--- config.mk ---
export PLATFORM = sky130hd
export DESIGN_NAME = dmem_bist
export DESIGN_NICKNAME = d
export VERILOG_FILES = /design/src/rtl/dmem_bist.sv
export SDC_FILE = /design/constraint.sdc
export NUM_CORES = 1
export LEC_CHECK = 0
export ABC_AREA = 1
export CAP_MARGIN = 10
export CORE_MARGIN = 4
export CORE_UTILIZATION = 40
export DETAILED_ROUTE_END_ITERATION = 8
export GPL_TIMING_DRIVEN = 0
export PLACE_DENSITY = 0.79
export SLEW_MARGIN = 25
export SYNTH_ARGS = -nofsm -noshare
export SYNTH_HDL_FRONTEND = slang
export SYNTH_SLANG_ARGS = --single-unit
--- constraint.sdc ---
create_clock -name clk -period 2.8 [get_ports clk]
set_clock_uncertainty 0.05 [all_clocks]
set_input_delay 0.28 -clock clk [delete_from_list [all_inputs] [get_ports clk]]
set_output_delay 0.28 -clock clk [all_outputs]
set_load 0.02 [all_outputs]
--- src/rtl/dmem_bist.sv ---
// Purpose: BIST initiator for the data memory; pattern and inverse-pattern write/read-compare.
// Latency: busy for exactly 4*NUM_WORDS cycles after start is accepted; done/pass registered at the end.
// Backpressure: none; memory reads are zero-latency and start is ignored while a test runs.
module dmem_bist #(
  parameter logic [31:0] ADDR_BASE = 32'h0000_0000,
  parameter int unsigned NUM_WORDS = 64,
  parameter logic [31:0] ADDR_STEP = 32'd4
) (
  input  logic        clk,
  input  logic        rst_n,
  input  logic        start,
  input  logic [31:0] seed,
  output logic        mem_we,
  output logic [31:0] mem_a,
  output logic [31:0] mem_wd,
  input  logic [31:0] mem_rd,
  output logic        busy,
  output logic        done,
  output logic        pass,
  output logic [15:0] err_count,
  output logic [31:0] first_fail_addr,
  output logic [31:0] first_fail_data
);

  typedef enum logic [2:0] {
    IDLE = 3'd0,
    WR0  = 3'd1,
    RD0  = 3'd2,
    WR1  = 3'd3,
    RD1  = 3'd4,
    DONE = 3'd5
  } state_t;

  localparam logic [15:0] LAST_IDX = 16'(NUM_WORDS - 1);

  state_t      state;
  state_t      state_nxt;
  logic [15:0] idx;
  logic [31:0] seed_q;
  logic        last;
  logic        accept;
  logic        in_test;
  logic        rd_phase;
  logic        mismatch;
  logic [31:0] pat;
  logic [31:0] expect_val;

  assign last     = (idx == LAST_IDX);
  assign accept   = ((state == IDLE) || (state == DONE)) && start;
  assign in_test  = (state == WR0) || (state == RD0) || (state == WR1) || (state == RD1);
  assign rd_phase = (state == RD0) || (state == RD1);
  assign pat      = seed_q + 32'(idx);

  // Phase sequencing: each test phase walks the whole window once, then hands over.
  always_comb begin
    state_nxt = state;
    unique case (state)
      IDLE:    if (start) state_nxt = WR0;
      WR0:     if (last)  state_nxt = RD0;
      RD0:     if (last)  state_nxt = WR1;
      WR1:     if (last)  state_nxt = RD1;
      RD1:     if (last)  state_nxt = DONE;
      DONE:    if (start) state_nxt = WR0;
      default: state_nxt = IDLE;
    endcase
  end

  // State register; async reset makes mem_we drop immediately since it decodes from state.
  always_ff @(posedge clk or negedge rst_n) begin
    if (!rst_n) state <= IDLE;
    else        state <= state_nxt;
  end

  // Memory port decode: pure function of state and idx, so no write can straddle a reset.
  always_comb begin
    mem_we     = 1'b0;
    mem_wd     = 32'd0;
    mem_a      = ADDR_BASE;
    expect_val = pat;
    if (in_test) mem_a = ADDR_BASE + 32'(idx) * ADDR_STEP;
    unique case (state)
      WR0: begin
        mem_we = 1'b1;
        mem_wd = pat;
      end
      WR1: begin
        mem_we = 1'b1;
        mem_wd = ~pat;
      end
      RD1:     expect_val = ~pat;
      default: ;
    endcase
  end

  assign mismatch = rd_phase && (mem_rd != expect_val);
  assign busy     = in_test;
  assign pass     = done && (err_count == 16'd0);

  // Word index and captured seed; idx wraps to 0 at the end of every phase.
  always_ff @(posedge clk or negedge rst_n) begin
    if (!rst_n) begin
      idx    <= 16'd0;
      seed_q <= 32'd0;
    end else if (accept) begin
      idx    <= 16'd0;
      seed_q <= seed;
    end else if (in_test) begin
      idx <= last ? 16'd0 : idx + 16'd1;
    end
  end

  // Result tracking: saturating error count, first failing location, completion flag.
  always_ff @(posedge clk or negedge rst_n) begin
    if (!rst_n) begin
      done            <= 1'b0;
      err_count       <= 16'd0;
      first_fail_addr <= 32'd0;
      first_fail_data <= 32'd0;
    end else if (accept) begin
      done            <= 1'b0;
      err_count       <= 16'd0;
      first_fail_addr <= 32'd0;
      first_fail_data <= 32'd0;
    end else begin
      if (mismatch) begin
        if (err_count != 16'hFFFF) err_count <= err_count + 16'd1;
        if (err_count == 16'd0) begin
          first_fail_addr <= mem_a;
          first_fail_data <= mem_rd;
        end
      end
      if ((state == RD1) && last) done <= 1'b1;
    end
  end

endmodule

; ---- Yosys cells after proc, flatten, opt, wreduce, memory -nomap -nowiden
; Index checks and enable logic that the tools add are counted.
; Widths: inputs -> output; s select.
[word_totals]
elab_cells = 69
output_inout_bits = 148
register_bits = 132
mem_count = 0
ramBits = 0
input_bits = 67
mem_bits_ro = 0
latch_bits = 0
[classes]
eq_ne = 13
magnitude_cmp = 0
mux = 24
n_bitwise = 1
n_mul = 0
n_shift = 0
div_mod_pow = 0
reduce_logical = 21
addsub = 3
[op_table]
columns = operator, count
row1 = $mux 32, 7
row2 = $mux 16, 6
row3 = $pmux 32 s2, 1
row4 = $add 16x1->16 const B, 2
row5 = $add 32x16->32, 1
row6 = $ne 32x32->1, 1
row7 = $not 32->32, 1
row8 = $mux 18, 1
row9 = $eq 16x6->1 const B, 1
row10 = $logic_not 16->1, 1
row11 = $ne 16x16->1 const B, 1
row12 = $mux 3, 5
row13 = $pmux 3 s5, 1
row14 = $reduce_bool 2->1, 5
row15 = $ne 2x2->1 const B, 4
row16 = $eq 3x2->1 const B, 2
row17 = $eq 3x3->1 const B, 2
row18 = $logic_or 1x1->1, 5
row19 = $reduce_and 5->1, 1
row20 = $logic_and 1x1->1, 4
row21 = $reduce_and 2->1, 2
row22 = $reduce_or 2->1, 2
row23 = $eq 3x1->1 const B, 1
row24 = $logic_not 3->1, 1
row25 = 2 further kinds, 4

; ---- Longest topological paths before layout
; Gate-level depths: netlist of the first run.
[logic_depth]
ltp_word = 8
mapped_depth = 25
ltp_nobuf = 24

; ---- Worst setup path before layout of the first run
; No wires, ideal clock.
[synth_path]
kind = reg-to-reg
start = register idx[0]
end = register err_count[14]
period_less_slack_ps = 2816
stages_incl_launch_ff = 25
slack_ps = -16
n_path_buf = 1
arrival_ps = 2648
setup_time_ps = 119
required_ps = 2631
cell_sequence = dfrtp_1 -> ha_1 -> inv_1 -> fa_1 -> inv_1 -> nand3_1 -> nand3_1 -> nand2_1 -> nand2_2 -> nand2_1 -> nand2_2 -> nand3_1 -> nand2_1 -> nand2_1 -> nand2_1 -> nand2_1 -> nor2_1 -> nand2_1 -> nor2_2 -> nand2_2 -> nand3_4 -> inv_2 -> buf_2 -> nand2_1 -> nand2_1
[synth_via]
elab_chain_cells = 7
[synth_rtl]
columns = element, line
row1 = start: declaration, 38  ; logic [15:0] idx;
row2 = start signal: assignment, 108  ; idx <= last ? 16'd0 : idx + 16'd1;
row3 = $add 32x16->32 (*), 52  ; assign pat = seed_q + 32'(idx);
row4 = $not 32->32, 90  ; RD1: expect_val = ~pat;
row5 = $mux 32 (*), 81  ; unique case (state)
row6 = $ne 32x32->1 (*), 95  ; assign mismatch = rd_phase && (mem_rd != expect_val);
row7 = $logic_and 1x1->1 (*), 95
row8 = $reduce_bool 2->1 (no line) (*), n/a
row9 = $reduce_and 2->1 (no line) (*), n/a
row10 = end signal: assignment, 126  ; if (err_count != 16'hFFFF) err_count <= err_count + 16'd1;
row11 = end: declaration, 20  ; output logic [15:0] err_count,
; Every way passes the cells marked *; elsewhere a longest branch is shown, timed or not.
; A chain may end at the register's enable or synchronous reset.

; ---- Worst setup path after layout of the first run
[layout_path]
start = register idx[0]
end = register first_fail_addr[17]
[layout_via]
elab_chain_cells = 7
[layout_rtl]
columns = element, line
row1 = $add 32x16->32 (*), 52
row2 = $not 32->32, 90
row3 = $mux 32 (*), 81
row4 = $ne 32x32->1 (*), 95
row5 = $logic_and 1x1->1 (*), 95
row6 = $reduce_bool 2->1 (no line) (*), n/a
row7 = $reduce_and 2->1 (no line) (*), n/a
row8 = end signal: assignment, 128  ; first_fail_addr <= mem_a;
row9 = end: declaration, 21  ; output logic [31:0] first_fail_addr,
; Marked as above.

==> results.md, run 1 <==
Power:
- The total internal power is 6.695 mW.
- The combinational share of power is 0.624.
- The static leakage is 6.889 nW.
- The clock network power share is 0.175.
- The maximum vdd drop is 538.5 uV.
- Of the total power, registers draw 0.201.
- Dividing total power by cell area gives a power density of 935.7 nW/um^2.
- The total net switching power is 6.251 mW.
- Of the total power, the share spent switching nets is 0.4829.

STA:
- The maximum frequency from static timing analysis is 0.3161 GHz.
- For the final routed database, the setup TNS stands at -19960 ps.
- The post-route clock period utilization is 1.130.
- Setup violations remaining at the end of the flow were counted as 74.
- Measured against its own limit, the worst slew margin works out to 0.5147.
- The clock period minus worst slack is 3164 ps.
- Setup repair after global routing could not meet its margin everywhere.
- The number of hold violations in the final report is 0.
- Once routing completed, OpenROAD measured the worst setup slack at -363.7 ps.
- The slew of the pin with the lowest slew margin is 728.0 ps.
- The count of final max-slew check failures came to 0.

Setup path:
- The largest driver fanout on the critical path is 6.
- Data arrives at the worst endpoint at 3480 ps.
- The type of the setup path with the least slack is flop to flop.
- At the worst endpoint, the required time is 3110 ps.
- The depth of the most critical reg-to-reg path is 24.
- STA classifies the critical path startpoint as a flop.
- The worst setup path is captured at a flop.

Global routing:
- The largest net degree at the start of global routing is 69.
- In the global route stage, overall resource usage came out at 0.2600.
- The wire length of the first global-routing pass is 50460 microns.
- The total overflow left after global routing is 0.
- The via count of the first global-routing pass is 9657.
- The initial antenna violation count is 0.

Clocking:
- The clock slew at the register clock pins of the worst setup and hold paths is 60 ps.
- The maximum root-to-sink buffer count is 2.
- The CTS root buffer is sky130_fd_sc_hd__clkbuf_16.
- Counting the buffers created by CTS gives 17.
- CTS built an H-tree with a depth of 4.
- The insertion delay of the later-clocked pin in the worst-skew pair is 430 ps.
- CTS saw 116 sinks.
- The TritonCTS clock tree is built.

Cells and area:
- The area growth from synthesis to final layout is 54.14%.
- After routing the design area is 13840 sq um.
- The post-layout utilization of the core is 0.6301.
- The number of inserted filler cells in the final layout is 1779.
- The final net count is 1715.
- The number of antenna repair diodes is 0.
- Of the cells placed in the final design, the portion with a size suffix greater than 1 is 0.3006.

Synthesis:
- The portion of the post-synthesis area used by sequential elements is 0.3234.
- After synthesis, the netlist uses 47 different library cells.
- In the synthesized netlist the dominant register cell turns out to be sky130_fd_sc_hd__dfrtp_1.
- The number of enable flip-flop cells after synthesis is 0.
- For this run, the number of Yosys warnings is 0.
- For this run, asynchronously set or reset flops after synthesis account for 1.000.
- The synthesized design contains 116 register bits.
- After technology mapping, the gate count stands at 1327.
- Dividing the synthesized area by the synthesized cell count gives 6.764 sq um.
- Summing every instance area after synthesis gives 8976 sq um.

Floorplanning:
- The initial core utilization is 0.4088.
- The I/O pin total is 215.
- The vertical extent of the die is 157.8 microns.
- The die outline width is 157.8 microns.
- The die covers 24900 sq um.
- The core outline area is 21960 sq um.
- Row generation in the floorplan step produced 54 rows.

Drt:
- The mean routed wirelength per cell is 18.07 microns.
- The final routed DRC violation total is 0.
- After the first detailed-routing iteration, the DRC count stood at 968.
- The first-pass iteration count of the detailed router is 8.
- The number of nets with antenna violations after detailed routing is 0.
- The total vias in the final route is 10330.
- Dividing the detail-routed via count by the number of cells gives 5.379.
- The final wirelength is 34700 microns.

Place:
- The count of buffers inserted at the top-level ports is 182.
- The placement-stage cell area is 11320 sq um.
- The half-perimeter wire length after placement is 24840 microns.
- The global placement routability congestion is 0.9622.

Min path:
- The min-delay analysis places its worst path in the category input port to asynchronous set/reset pin.

Outcome:
- The run finished, with violations left.
- The final reports fail on setup timing.

Flow run:
- The number of max-capacitance violations reported is 0.
worst max-delay path, stage by stage, from the launching register on:
cell and delay (ps):
sky130_fd_sc_hd__dfrtp_2 420, sky130_fd_sc_hd__ha_4 160, sky130_fd_sc_hd__inv_2 40, sky130_fd_sc_hd__fa_2 340
sky130_fd_sc_hd__inv_2 100, sky130_fd_sc_hd__nand3_2 70, sky130_fd_sc_hd__nand3_2 100, sky130_fd_sc_hd__nand2_2 80
sky130_fd_sc_hd__nand2_4 130, sky130_fd_sc_hd__nand2_4 70, sky130_fd_sc_hd__nand2_4 100, sky130_fd_sc_hd__nand2_2 60
sky130_fd_sc_hd__nand2_2 90, sky130_fd_sc_hd__nand3b_1 70, sky130_fd_sc_hd__nand2_1 70, sky130_fd_sc_hd__nand2_1 50
sky130_fd_sc_hd__nor2_1 100, sky130_fd_sc_hd__nand2_1 110, sky130_fd_sc_hd__nor2_4 190, sky130_fd_sc_hd__nand2_4 110
sky130_fd_sc_hd__nand3_4 160, sky130_fd_sc_hd__buf_12 160, sky130_fd_sc_hd__buf_12 120, sky130_fd_sc_hd__nand3_2 60
sky130_fd_sc_hd__nand2_1 100
metrics by stage:
| stage | instances | power [mW] | hold slack [ps] | setup slack [ps] |
|---|---|---|---|---|
| floorplan | 1358 | 6.535 | -65.59 | 14.01 |
| global placement | 1820 | 8.890 | 420.5 | -3228 |
| detailed placement | 1822 | 9.020 | 157.4 | -628.8 |
| CTS | 1892 | 12.10 | 305.8 | -233.4 |
| global route | 1920 | 13.63 | 332.6 | -462.3 |
| finish | 1920 | 12.95 | 298.5 | -363.7 |
cells by family (layout without fill, tap and decap cells):
family                   after synthesis  after routing  share of synthesized area
buffers and inverters                242            524                     0.1229
AO/OA/AOI/OAI                        109            109                    0.06761
XOR/XNOR                              62             62                    0.06621
other                                  1             32                  0.0004178
flip-flops                           116            116                     0.3234
adder cells (fa/ha/maj)               20             20                    0.02872
AND/OR/NAND/NOR                      777            777                     0.3907
area by class of cell:
class                      count  area, sq um  area share
inverter                     168        643.1     0.04648
buffer                        74        543.0     0.03925
clock buffer                  21        460.4     0.03328
multi-input combinational   1000         6466      0.4674
clock inverter                10        131.4    0.009495
sequential                   116         2919      0.2110
tap                          280        350.3     0.02532
timing repair buffer         251         2322      0.1678
cell usage in the layout (no fill, tap or decap), drive strengths merged, types with 28 or more instances in the layout:
cell,netlist,final
a21oi,28,28
buf,54,150
clkbuf,20,43
clkdlybuf4s50,0,140
conb,1,32
dfrtp,116,116
inv,167,167
nand2,432,432
nand3,198,198
nor2,85,85
o21ai,46,46
xor2,43,43
layer usage:
layer  wire (microns)  track usage
met1            13580       0.3246
met2            16860       0.4418
met3             2947      0.05686
met4             1309      0.09627
met5                0            0
worst paths after layout:
path | from | to | slack [ps]
min | rst_n | err_count[10] | 300
max in group asynchronous | rst_n | idx[9] | 1700
min in group clk | seed[16] | seed_q[16] | 350
max reg2reg | idx[0] | first_fail_addr[17] | -360
min reg2reg | first_fail_data[3] | first_fail_data[3] | 450
max | idx[0] | first_fail_addr[17] | -360
synthesized netlist by cell type, types with 17 or more instances:
library cell | number | area [sq um]
sky130_fd_sc_hd__nand2_1 | 424 | 1592
sky130_fd_sc_hd__nand3_1 | 173 | 865.8
sky130_fd_sc_hd__inv_1 | 155 | 581.8
sky130_fd_sc_hd__dfrtp_1 | 116 | 2903
sky130_fd_sc_hd__nor2_1 | 76 | 285.3
sky130_fd_sc_hd__o21ai_0 | 44 | 220.2
sky130_fd_sc_hd__xor2_1 | 42 | 367.9
sky130_fd_sc_hd__buf_4 | 34 | 255.2
sky130_fd_sc_hd__a21oi_1 | 28 | 140.1
sky130_fd_sc_hd__nand3_2 | 23 | 230.2
sky130_fd_sc_hd__nand4_1 | 22 | 137.6
sky130_fd_sc_hd__clkbuf_1 | 20 | 75.07
sky130_fd_sc_hd__ha_1 | 19 | 237.7
sky130_fd_sc_hd__a31oi_1 | 17 | 106.4
flip-flops by register name, indices dropped and copies added (netlist names):
signal and flops:
seed_q 32, first_fail_data 32, state 3, err_count 16
idx 16, done 1, first_fail_addr 16
what timing repair did:
action,in CTS,in global routing
endpoints found under the setup margin,114,107
pin swaps,35,43
hold buffers,1,0
resized for setup,367,194
endpoints found under the hold margin,48,0
setup buffers,35,27
cloned,3,1
power groups by stage:
stage	Sequential [mW]	Combinational, mW	Clock (mW)
finish	2.61	8.07	2.27
CTS	2.57	7.26	2.27
global route	2.65	8.63	2.36
floorplan	2.61	3.93	0
global placement	2.52	6.37	0
detailed placement	2.54	6.48	0
(Power assumes the default switching activity.)
==> inputs of run 2 (changes only) <==
Settings changed: PLACE_DENSITY 0.79 to 0.73.
==> run 2 against run 1 <==
The run still ends with setup timing left. Global-route usage decreased by 0.37 points. Combinational power increased by 1%. Sequential cell count did not move. Sequential power about the same. Highest routed layer unchanged.
==> results.md, run 2 (synthesis results as in run 1) <==
Cells and area:
- In the final layout, the registers with the most flip-flops are first_fail_data: 32 flops, seed_q: 32 flops.
- The final net count is 1722 (+0.41%).
- The area growth from synthesis to final layout is 54.38%.
- The non-filler instance count after layout came to 1927 (+0.36%).
- The number of inserted filler cells in the final layout is 1803 (+1.3%).
- The final design instance area without fill is 13860 sq um (+0.15%).
- The library cells used most frequently in the layout, excluding fill and tap cells, are sky130_fd_sc_hd__nand2_1 (315), sky130_fd_sc_hd__inv_1 (142), sky130_fd_sc_hd__nand3_1 (137).
- The post-layout utilization of the core came to 0.6311 (+0.0009690).
- The most frequent standard cell in the layout excluding fill and tap cells is sky130_fd_sc_hd__nand2_1.
- The number of antenna repair diodes is 0 (unchanged).
- The fraction of layout instances using a drive strength above 1 is 0.2987 (-0.001885).

Setup path:
- The type of origin of the critical path is a flop.
- The depth of the most critical reg-to-reg path is 23 (-4.2%).
- The element type at the critical path end is a flop.
- The slack of the worst reg-to-reg path is -310 ps (+60 ps).
- The largest driver fanout on the critical path is 5 (-1).
- The worst register-to-register path begins at idx[13].
- The capture instance of the worst register-to-register path is first_fail_addr[11].
- The largest individual stage delay along the critical path comes from the cell sky130_fd_sc_hd__dfrtp_2.
- The family with the most delay on the worst path is simple AND/OR/NAND/NOR gates.
- The cell repeated most along the worst path is sky130_fd_sc_hd__nand2_1.
- The buffering stage count on the worst path with inverters included is 4 (unchanged).
- The required time reported for the critical path endpoint came to 3060 ps (-50 ps).
- The critical path goes through ha_4 -> nand2_1 -> inv_2 -> nand2_1 -> nand2_1 -> nand2_1 -> nand2_2 -> inv_2 -> nand3_2 -> buf_4 -> nand3_2 -> nand3_1 -> nand2_1 -> nand2_1 -> nor2_1 -> nand2_1 -> nor2_4 -> nand2_4 -> nand3_4 -> nand2_4 -> buf_6 -> nand2_2 -> nand2_1.
- The type of the setup path with the least slack is flop to flop.
- The data arrival time at the worst-slack endpoint is 3360 ps (-120 ps).
- The highest cell delay on the worst timing path is 440 ps (+20 ps).

Drt:
- The first-pass iteration count of the detailed router was 6 (-2).
- The number of nets with antenna violations after detailed routing came to 0 (unchanged).
- The total vias in the final route came to 10330 (+0.048%).
- The via density per instance is 5.362 (-0.32%).
- The final wirelength is 34590 microns (-0.33%).
- The post-route met1 wirelength was 13590 microns (about the same).
- The count of routing violations after the opening detailed-route iteration is 903 (-6.7%).
- The mean routed wirelength per cell was 17.95 microns (-0.69%).
- The final routed DRC violation total was 0 (unchanged).
- The routed length on met3 was 2941 microns (-0.20%).
- The top routing layer in use is met4.
- The wire length on met2 is 16610 microns (-1.5%).

Global routing:
- The total congestion overflow is 0 (unchanged).
- The initial antenna violation count came to 0 (unchanged).
- The largest net degree at the start of global routing came to 74 (+7.2%).
- The wire length of the first global-routing pass is 49740 microns (-1.4%).
- The global router's overall resource usage is 0.2563 (-0.003660).
- The via count of the first global-routing pass is 9440 (-2.2%).

Flow run:
- The number of max-capacitance violations reported is 0 (unchanged).

STA:
- The count of final max-slew check failures is 0 (unchanged).
- The number of hold violations in the final report is 0 (unchanged).
- The clock period minus worst slack came to 3106 ps (-57.40 ps).
- The maximum frequency from static timing analysis is 0.3219 GHz (+1.8%).
- The post-route clock period utilization is 1.109 (-0.02050).
- The setup-violating endpoint count in the final report is 72 (-2.7%).
- Setup repair after global routing could not meet its margin everywhere.
- The relative max-transition margin is 0.4571 (-0.05756).
- The slew of the pin with the lowest slew margin is 814.3 ps (+86.34 ps).
- The final critical-path setup slack is -306.3 ps (+57.40 ps).

Place:
- The placement-stage cell area came to 11320 sq um (unchanged).
- The count of buffers inserted at the top-level ports was 182 (unchanged).
- The number of placed cells counting well taps is 1822 (unchanged).
- The half-perimeter wire length after placement is 24520 microns (-1.3%).
- The pre-CTS worst setup slack is -656.0 ps (-27.27 ps).
- The global placement routability congestion came to 0.9539 (-0.86%).

Outcome:
- The flow ran to the end, but the final reports show violations.
- The final reports fail on setup timing.

Clocking:
- TritonCTS built the clock tree.
- The maximum root-to-sink buffer count is 2 (unchanged).
- The clock net sink count was 116 (unchanged).
- The insertion delay of the later-clocked pin in the worst-skew pair is 430 ps (about the same).
- The number of clock buffers inserted by TritonCTS came to 17 (unchanged).
- The root buffer cell chosen for the clock tree is sky130_fd_sc_hd__clkbuf_16.
- The clock slew at the register clock pins of the worst setup and hold paths was 60 ps (about the same).
- The count of H-tree levels built during CTS is 4 (unchanged).

Floorplanning:
- The overall die area is 24900 sq um (unchanged).
- The vertical extent of the die was 157.8 microns (unchanged).
- The number of rows in the core area is 54 (unchanged).
- The core outline area was 21960 sq um (unchanged).
- The die outline width is 157.8 microns (unchanged).
- The initial core utilization is 0.4088 (unchanged).
- The I/O pin total came to 215 (unchanged).

Power:
- The static leakage is 6.975 nW (+1.2%).
- The total power per unit cell area is 934.4 nW/um^2 (-0.15%).
- The maximum vdd drop is 529.2 uV (-1.7%).

Min path:
- The worst hold-check path type is input port to asynchronous set/reset pin.
[run 2: cell count changes in the layout (fill, tap and decap cells not counted), moves of 4 or more]
cell	change
sky130_fd_sc_hd__a21oi_1	-4
sky130_fd_sc_hd__a21oi_2	+5
sky130_fd_sc_hd__buf_6	+14
sky130_fd_sc_hd__clkdlybuf4s50_1	-7
sky130_fd_sc_hd__dlymetal6s2s_1	+6
sky130_fd_sc_hd__nand2_2	-4
sky130_fd_sc_hd__nand2_4	+5
sky130_fd_sc_hd__nand3_1	+6
sky130_fd_sc_hd__nand3_2	-5
sky130_fd_sc_hd__nor2_1	+4
sky130_fd_sc_hd__o21ai_1	-5
sky130_fd_sc_hd__o21ai_2	+6
[run 2: worst max path at each step]
stage | from | end | depth (start not counted)
after detailed placement | idx[0] | first_fail_data[13] | 22
after global routing | idx[0] | first_fail_addr[17] | 24
after CTS | idx[0] | first_fail_addr[3] | 23
after global placement | rst_n | seed_q[27] | 1
final | idx[13] | first_fail_addr[11] | 23
after floorplan | idx[0] | err_count[14] | 24
[run 2: power by group]
group / internal (mW) / total, mW / leakage [nW] / switching, mW
Sequential: 2.12 / 2.59 / 1.52 / 0.468
Clock: 1.33 / 2.21 / 0.273 / 0.875
Combinational: 3.23 / 8.15 / 5.18 / 4.91
[run 2: what timing repair did]
item                                   CTS  global route
gates cloned                             3             1
setup endpoints to repair              116           113
setup buffers                           28            41
hold buffers                             1             0
pin swaps                               46            77
resized for setup                      333           232
endpoints found under the hold margin   43             0
[run 2: final cells by class]
cell class,count,area (sq um),area share
tap,280,350.3,0.02528
multi-input combinational,1000,6391,0.4612
sequential,116,2918,0.2106
timing repair buffer,258,2447,0.1766
inverter,168,640.6,0.04623
buffer,74,535.5,0.03865
clock buffer,20,446.7,0.03223
clock inverter,11,127.6,0.009210
[run 2: routing by layer]
metal  vias up  GRT usage
met1      4840     0.3292
met4         0    0.09340
met3       116    0.05003
met5         -          0
met2       546     0.4299
li1       4830          -
[run 2: worst register-to-register path, cell delays in order (launching register included)]
cell	delay, ps
sky130_fd_sc_hd__dfrtp_2	440
sky130_fd_sc_hd__ha_4	280
sky130_fd_sc_hd__nand2_1	100
sky130_fd_sc_hd__inv_2	60
sky130_fd_sc_hd__nand2_1	100
sky130_fd_sc_hd__nand2_1	110
sky130_fd_sc_hd__nand2_1	100
sky130_fd_sc_hd__nand2_2	90
sky130_fd_sc_hd__inv_2	70
sky130_fd_sc_hd__nand3_2	130
sky130_fd_sc_hd__buf_4	190
sky130_fd_sc_hd__nand3_2	70
sky130_fd_sc_hd__nand3_1	70
sky130_fd_sc_hd__nand2_1	90
sky130_fd_sc_hd__nand2_1	80
sky130_fd_sc_hd__nor2_1	120
sky130_fd_sc_hd__nand2_1	100
sky130_fd_sc_hd__nor2_4	160
sky130_fd_sc_hd__nand2_4	100
sky130_fd_sc_hd__nand3_4	130
sky130_fd_sc_hd__nand2_4	110
sky130_fd_sc_hd__buf_6	160
sky130_fd_sc_hd__nand2_2	50
sky130_fd_sc_hd__nand2_1	50
[run 2: metrics by stage]
step | hold slack, ps | power, mW | setup TNS (ps)
global placement | 423.2 | 8.911 | -427290
floorplan | -65.59 | 6.535 | 0
finish | 281.4 | 12.95 | -17000
CTS | 290.9 | 11.88 | -11310
detailed placement | 143.4 | 8.993 | -46010
global route | 299.8 | 13.64 | -27650
